File: src/rtl/ascon_ad_absorb.sv
// rtl/ascon_ad_absorb.sv - ASCON-128 associated-data absorption stage (p6 per AD block, domain separation)
// Optional build macro ASCON_AD_UNROLL2_EN: two permutation rounds per cycle (ROUNDS_B must be even).
module ascon_ad_absorb #(
    parameter int ROUNDS_B = 6
) (
    input  logic        clk,
    input  logic        rst_n,
    input  logic        s_valid,
    output logic        s_ready,
    input  logic [63:0] x0,
    input  logic [63:0] x1,
    input  logic [63:0] x2,
    input  logic [63:0] x3,
    input  logic [63:0] x4,
    input  logic        no_ad,
    input  logic        ad_valid,
    output logic        ad_ready,
    input  logic [63:0] ad_data,
    input  logic [3:0]  ad_bytes,
    input  logic        ad_last,
    output logic        out_valid,
    input  logic        out_ready,
    output logic [63:0] y0,
    output logic [63:0] y1,
    output logic [63:0] y2,
    output logic [63:0] y3,
    output logic [63:0] y4
);

    typedef enum logic [1:0] {IDLE, ABSORB, PERM, DONE} state_t;

    localparam logic [3:0]  RND_FIRST = 4'(12 - ROUNDS_B);
    localparam logic [63:0] PAD_MSB   = 64'h8000_0000_0000_0000;

    state_t      state;
    logic [63:0] s0, s1, s2, s3, s4;
    logic [3:0]  rnd;
    logic        pad_pend;
    logic        last_blk;

    logic [3:0]   nb_eff;
    logic [63:0]  keep_mask;
    logic [63:0]  pad_byte;
    logic [63:0]  ad_block;
    logic [319:0] perm_in;
    logic [319:0] perm_out;
    logic [3:0]   rnd_step;
    logic         rnd_final;

    function automatic logic [63:0] ror64(input logic [63:0] v, input int n);
        return (v >> n) | (v << (64 - n));
    endfunction

    // One ASCON round: constant addition, bit-sliced 5-bit S-box, linear diffusion.
    function automatic logic [319:0] ascon_round(input logic [319:0] s, input logic [3:0] r);
        logic [63:0] a0, a1, a2, a3, a4;
        logic [63:0] t0, t1, t2, t3, t4;
        {a0, a1, a2, a3, a4} = s;
        a2 = a2 ^ {56'h0, 4'(4'hF - r), r};
        a0 = a0 ^ a4;
        a4 = a4 ^ a3;
        a2 = a2 ^ a1;
        t0 = ~a0 & a1;
        t1 = ~a1 & a2;
        t2 = ~a2 & a3;
        t3 = ~a3 & a4;
        t4 = ~a4 & a0;
        a0 = a0 ^ t1;
        a1 = a1 ^ t2;
        a2 = a2 ^ t3;
        a3 = a3 ^ t4;
        a4 = a4 ^ t0;
        a1 = a1 ^ a0;
        a0 = a0 ^ a4;
        a3 = a3 ^ a2;
        a2 = ~a2;
        a0 = a0 ^ ror64(a0, 19) ^ ror64(a0, 28);
        a1 = a1 ^ ror64(a1, 61) ^ ror64(a1, 39);
        a2 = a2 ^ ror64(a2, 1)  ^ ror64(a2, 6);
        a3 = a3 ^ ror64(a3, 10) ^ ror64(a3, 17);
        a4 = a4 ^ ror64(a4, 7)  ^ ror64(a4, 41);
        return {a0, a1, a2, a3, a4};
    endfunction

    // A partial block keeps its top n bytes and gets 0x80 right after them.
    always_comb begin
        nb_eff    = (ad_bytes == 4'd0 || ad_bytes > 4'd8) ? 4'd8 : ad_bytes;
        keep_mask = ~(64'hFFFF_FFFF_FFFF_FFFF >> {nb_eff, 3'b000});
        pad_byte  = (nb_eff == 4'd8) ? 64'h0 : (64'h80 << (7'd56 - {nb_eff, 3'b000}));
        ad_block  = (ad_data & keep_mask) | pad_byte;
    end

    assign perm_in = {s0, s1, s2, s3, s4};

`ifdef ASCON_AD_UNROLL2_EN
    assign perm_out  = ascon_round(ascon_round(perm_in, rnd), rnd + 4'd1);
    assign rnd_step  = 4'd2;
    assign rnd_final = (rnd == 4'd10);
`else
    assign perm_out  = ascon_round(perm_in, rnd);
    assign rnd_step  = 4'd1;
    assign rnd_final = (rnd == 4'd11);
`endif

    always_ff @(posedge clk or negedge rst_n) begin
        if (!rst_n) begin
            state    <= IDLE;
            s0       <= 64'h0;
            s1       <= 64'h0;
            s2       <= 64'h0;
            s3       <= 64'h0;
            s4       <= 64'h0;
            rnd      <= 4'h0;
            pad_pend <= 1'b0;
            last_blk <= 1'b0;
        end else begin
            case (state)
                IDLE: begin
                    if (s_valid) begin
                        s0 <= x0;
                        s1 <= x1;
                        s2 <= x2;
                        s3 <= x3;
                        if (no_ad) begin
                            s4    <= x4 ^ 64'h1;
                            state <= DONE;
                        end else begin
                            s4    <= x4;
                            state <= ABSORB;
                        end
                    end
                end
                ABSORB: begin
                    if (ad_valid) begin
                        s0       <= s0 ^ ad_block;
                        rnd      <= RND_FIRST;
                        last_blk <= ad_last;
                        pad_pend <= ad_last && (nb_eff == 4'd8);
                        state    <= PERM;
                    end
                end
                PERM: begin
                    {s0, s1, s2, s3, s4} <= perm_out;
                    rnd <= rnd + rnd_step;
                    if (rnd_final) begin
                        // A full final block still owes the lone 0x80 pad block.
                        if (pad_pend) begin
                            s0       <= perm_out[319:256] ^ PAD_MSB;
                            pad_pend <= 1'b0;
                            rnd      <= RND_FIRST;
                        end else if (last_blk) begin
                            s4    <= perm_out[63:0] ^ 64'h1;
                            state <= DONE;
                        end else begin
                            state <= ABSORB;
                        end
                    end
                end
                DONE: begin
                    if (out_ready) state <= IDLE;
                end
                default: state <= IDLE;
            endcase
        end
    end

    assign s_ready   = (state == IDLE);
    assign ad_ready  = (state == ABSORB);
    assign out_valid = (state == DONE);
    assign y0 = s0;
    assign y1 = s1;
    assign y2 = s2;
    assign y3 = s3;
    assign y4 = s4;

endmodule

File: config.mk
export PLATFORM = sky130hd
export DESIGN_NAME = ascon_ad_absorb
export DESIGN_NICKNAME = d
export VERILOG_FILES = /design/src/rtl/ascon_ad_absorb.sv
export SDC_FILE = /design/constraint.sdc
export NUM_CORES = 2
export LEC_CHECK = 0
export CAP_MARGIN = 20
export CORE_AREA = 4 4 275 277
export DETAILED_ROUTE_END_ITERATION = 8
export DIE_AREA = 0 0 279 281
export PLACE_DENSITY = 0.7
export SETUP_SLACK_MARGIN = 0.1
export SKIP_CTS_REPAIR_TIMING = 1
export SLEW_MARGIN = 20
export SYNTH_ARGS = -nofsm -noshare
export SYNTH_HDL_FRONTEND = slang
export SYNTH_SLANG_ARGS = --single-unit
export TNS_END_PERCENT = 20
File: constraint.sdc
create_clock -name clk -period 2.65 [get_ports clk]
set_clock_uncertainty 0.1 [all_clocks]
set_input_delay 0.53 -clock clk [delete_from_list [all_inputs] [get_ports clk]]
set_output_delay 0.53 -clock clk [all_outputs]
set_load 0.02 [all_outputs]
* Word-level counts from Yosys, hierarchy flattened *
Cells that the tools add are included.

operators by class
  mux-type cells = 34
  magnitude comparators = 1
  reduce and logical (&&, ||, !) cells = 13
  bitwise gates (word level) = 50
  equal/unequal tests = 10
  add/subtract/negate cells = 3
  shift operators = 2

operator list
  cell                   count
  $xor 64x64->64         22
  $mux 64                9
  $pmux 64 s2            4
  $not 64->64            7
  $and 64x64->64         6
  $pmux 64 s3            1
  $or 23x64->64          1
  $or 25x64->64          1
  $or 3x64->64           1
  $or 36x64->64          1
  $or 45x64->64          1
  $or 47x64->64          1
  $or 54x64->64          1
  $or 57x64->64          1
  $or 58x64->64          1
  $or 63x64->64          1
  $or 64x64->64          1
  $shl 8x7->64 const A   1
  $shr 64x7->64 const A  1
  $xor 64x8->64          1
  $mux 4                 4
  $mux 2                 7
  $eq 4x4->1 const B     2
  $ne 2x2->1 const B     4
  21 further kinds       33

storage, ports and cells
  flip-flop bits (word level) = 328
  output and inout bits = 323
  input port bits = 395
  logic and storage cells = 122

* Longest topological paths before layout *
  word-level depth = 13
  gate-level depth with buffers = 11

* Worst setup path before layout *
OpenSTA, ideal clock, no wires.

  path type = register -> register
  start = register state[0]
  end = register s1[10] (netlist: y1[10])
  setup slack = 0.241 ns
  buffers on the path = 4
  arrival time = 2.164 ns
  required time = 2.404 ns
  clock period less this slack = 2.409 ns
  cell stages (with the launch flop) = 10
  cell sequence = dfrtp_1 inv_1 ha_1 buf_2 mux2_2 nand2_1 buf_2 buf_2 clkbuf_1 o221ai_1

between the ends
  longest elaborated chain between the ends = 3
  elaborated cells on any way between the ends = 6
  classes of those cells = eq/ne: 2; mux: 1; reduce/logical: 3

ends and longest elaborated chain
  item                                                       RTL line  source
  start: declaration                                         35        state_t state;
  start signal: assignment                                   107       state <= IDLE;
  start signal: assignment                                   126       state <= DONE;
  start signal: assignment                                   129       state <= ABSORB;
  $logic_not 2->1 (*)                                        --
  net s_ready                                                9         output logic s_ready,
  $ne 2x2->1 (no line) or $reduce_bool 2->1 (tied branches)  --
  $reduce_and 2->1 (no line)                                 --
  end signal: assignment                                     143       {s0, s1, s2, s3, s4} <= perm_out;
  end: declaration                                           36        logic [63:0] s0, s1, s2, s3, s4;

The timed path passes the listed nets; every way through them passes the cells marked *.
A chain may end at the register's enable or synchronous reset.

* Final worst setup path *
  start = register s0[15] (netlist: y0[15])
  end = output y0[15]

RTL lines
  item                      RTL line  source
  start: declaration        36
  start signal: assignment  135       s0 <= s0 ^ ad_block;
  start signal: assignment  143
  start signal: assignment  148       s0 <= perm_out[319:256] ^ PAD_MSB;
  end: declaration          23        output logic [63:0] y0,

No word-level cell between the ends.

==> flow_metrics.tcl <==
set metrics [dict create \
    netlist_instances 3543 \
    critPathKind "reg2out" \
    chipWidth_um 279 \
    status "finished, violations left" \
    ys_seq_area_share_pct 26.01 \
    drv_cap 0 \
    htree_num_levels 2 \
    clkSlewWorstSetupHoldPaths_ps 60 \
    synth.area.mux_share_pct 1.023 \
    grt_pass1_wl_um 250100 \
    io_buffer_count 717 \
    fin_crit_sh_pct 100.5 \
    synth-warning-count 0 \
    reg2reg_depth 10 \
    drtPass1Iterations 6 \
    utilization_pct 63.83 \
    drtIter0Drc 4084 \
    layout-area-overhead-vs-synth_pct 47.33 \
    postRouteWirelength_um 182600 \
    finalHoldViolCount 0 \
    critical_path_buf_inv_count 2 \
    rows 99 \
    hp-class "in2async" \
    syn_nets 4071 \
    synthDistinctLibCells 59 \
    grt.total_usage_pct 44.71 \
    slew_headroom_pct 41.73 \
    final_max_slew_viol_count 0 \
    cp.arrival_ps 2030 \
    setup_ws_ps -13.31 \
    cp.required_ps 2020 \
    grt_pass1_vias 32990 \
    max_freq_mhz 375.5 \
    start_util_pct 43.33 \
    hpwl_um 153000 \
    cts_root_buffer "clkbuf_16" \
    critPathSlowestCell "clkdlybuf4s50_1" \
    antenna_left 0 \
    synth_top_family_by_area "XOR/XNOR gates" \
    antenna_found_initial 7 \
    fin_hold_ws_ps 417.4 \
    avgSynthCellArea_um2 8.907 \
    r2r-end "y1[8]" \
    async_reset_ff_share_pct 100.0 \
    tightest_slew_ps 867.8 \
    clock_latency_ps 600 \
    drt-wirelength-per-cell_um 31.76 \
    start_kind "register" \
    tritoncts "yes" \
    drc 0 \
    coreArea_um2 72830 \
    dr_total_vias 34000 \
    place_ws_ps -12.30 \
    min_period_ps 2663 \
    grt_max_degree 122 \
    rsz0062_at_grt "true" \
    avgViaCountPerCell 5.917 \
    fin_setup_tns_ps -13.31 \
    path_cells "buf_6, clkdlybuf4s50_1" \
    synthSimpleGateAreaFrac_pct 13.48 \
    reg2reg_slack_ps 40 \
    fill_cells 6446 \
    synth_compound_area_share_pct 13.48 \
    io_pins 718 \
    cp-end-kind "primary output" \
    die-area_um2 78400 \
    synthesis.area_um2 31560 \
    reg2reg_from "rnd[1]" \
    die_y_um 281 \
    synth_edf_count 0 \
    clk_path_buf_depth 3 \
    synth_fa_ha_area_share_pct 6.736 \
    cts_sinks 328 \
    layout-drive-gt1-share_pct 18.18 \
    critPathMaxFanout 6 \
    path_delay_family "buffers and inverters" \
    synthFlopType "dfrtp_1" \
    crit_path_max_incr_delay_ps 630 \
    ys_seq_elements 328 \
    gp_routability_congestion 1.109 \
    setup_viol_count_final 1 \
    cts_made_buffers 45 \
    grt_overflow 0 \
    synthXorXnorAreaFrac_pct 34.66 \
    violations "negative setup slack" \
    fin_nets 5282 \
]
## logic make-up after synthesis
kind of cell             after synthesis
AO/OA/AOI/OAI                        664
XOR/XNOR                            1136
AND/OR/NAND/NOR                      832
multiplexers                          32
buffers and inverters                372
adder cells (fa/ha/maj)              179
flip-flops                           328
## flip-flops by register name, summed over array words and instances (netlist names)
signal    cells
last_blk      1
y1           64
pad_pend      1
y0           64
y4           64
rnd           4
y2           64
state         2
y3           64
## cell type report
type                    count  area (µm²)  share of cell area [%]
diodes                      3       7.507                 0.01615
clock buffers              62        1270                   2.732
clock inverters            16       246.5                  0.5302
inverters                 188       705.7                   1.518
multi-input cells        2843       22190                   47.74
flip-flops and latches    328        8249                   17.74
well taps                 959        1200                   2.581
repair buffers           1348       12620                   27.14
## cells in the mapped netlist, drive strengths merged, types with 63 or more instances
cell / count / area (µm²)
a21oi: 137 / 685.7
clkbuf: 141 / 529.3
dfrtp: 328 / 8208
ha: 133 / 1664
inv: 188 / 705.7
nand2: 306 / 1149
nand3b: 148 / 1111
nor2: 139 / 526.8
nor3b: 63 / 473.0
o21ai: 264 / 1321
o221ai: 137 / 1200
xnor2: 762 / 7274
xor2: 347 / 3054
## worst max path at each step
stage / from / to / slack (ps) / depth (start not counted)
4_1_cts: y0[15] / y0[15] / -220 / 2
6_report: y0[15] / y0[15] / -10 / 2
5_1_grt: y0[15] / y0[15] / -5 / 2
3_3_place_gp: ad_valid / y0[22] / 40 / 8
2_1_floorplan: state[0] / y1[10] / 240 / 9
3_5_place_dp: ad_valid / y0[10] / -10 / 8
## worst reg2reg max path, stage by stage (launching register included)
cell	delay, ps
dfrtp_2	440
xnor2_1	140
buf_4	150
ha_1	200
buf_4	150
xnor2_2	140
xnor2_2	320
buf_4	200
xnor2_1	70
xnor2_1	370
o221ai_1	190
## placed cells by master, fill, tap and decap left out, types with 148 or more instances in the layout
cell and count:
buf_4 577, clkdlybuf4s50_1 699, dfrtp_1 295, inv_1 184, nand2_1 304, nand3b_1 148
o21ai_0 231, xnor2_1 662, xor2_1 337
## layer usage
metal	global-route usage, %	vias to the layer above	share of wire [%]
li1	-	14590	-
met1	55.27	16650	37
met2	69.46	2227	44
met3	11.80	532	11
met4	28.44	6	8.2
met5	0	-	0.022
## through the flow
stage | cells | cell area [µm²]
after floorplan | 3543 | 31560
after global placement | 5658 | 44550
after detailed placement | 5658 | 44550
after CTS | 5736 | 46070
after global routing | 5747 | 46490
final | 5747 | 46490
Power is not shown: default switching activity piles up to over one toggle a cycle in this logic, so the estimate is an artifact.
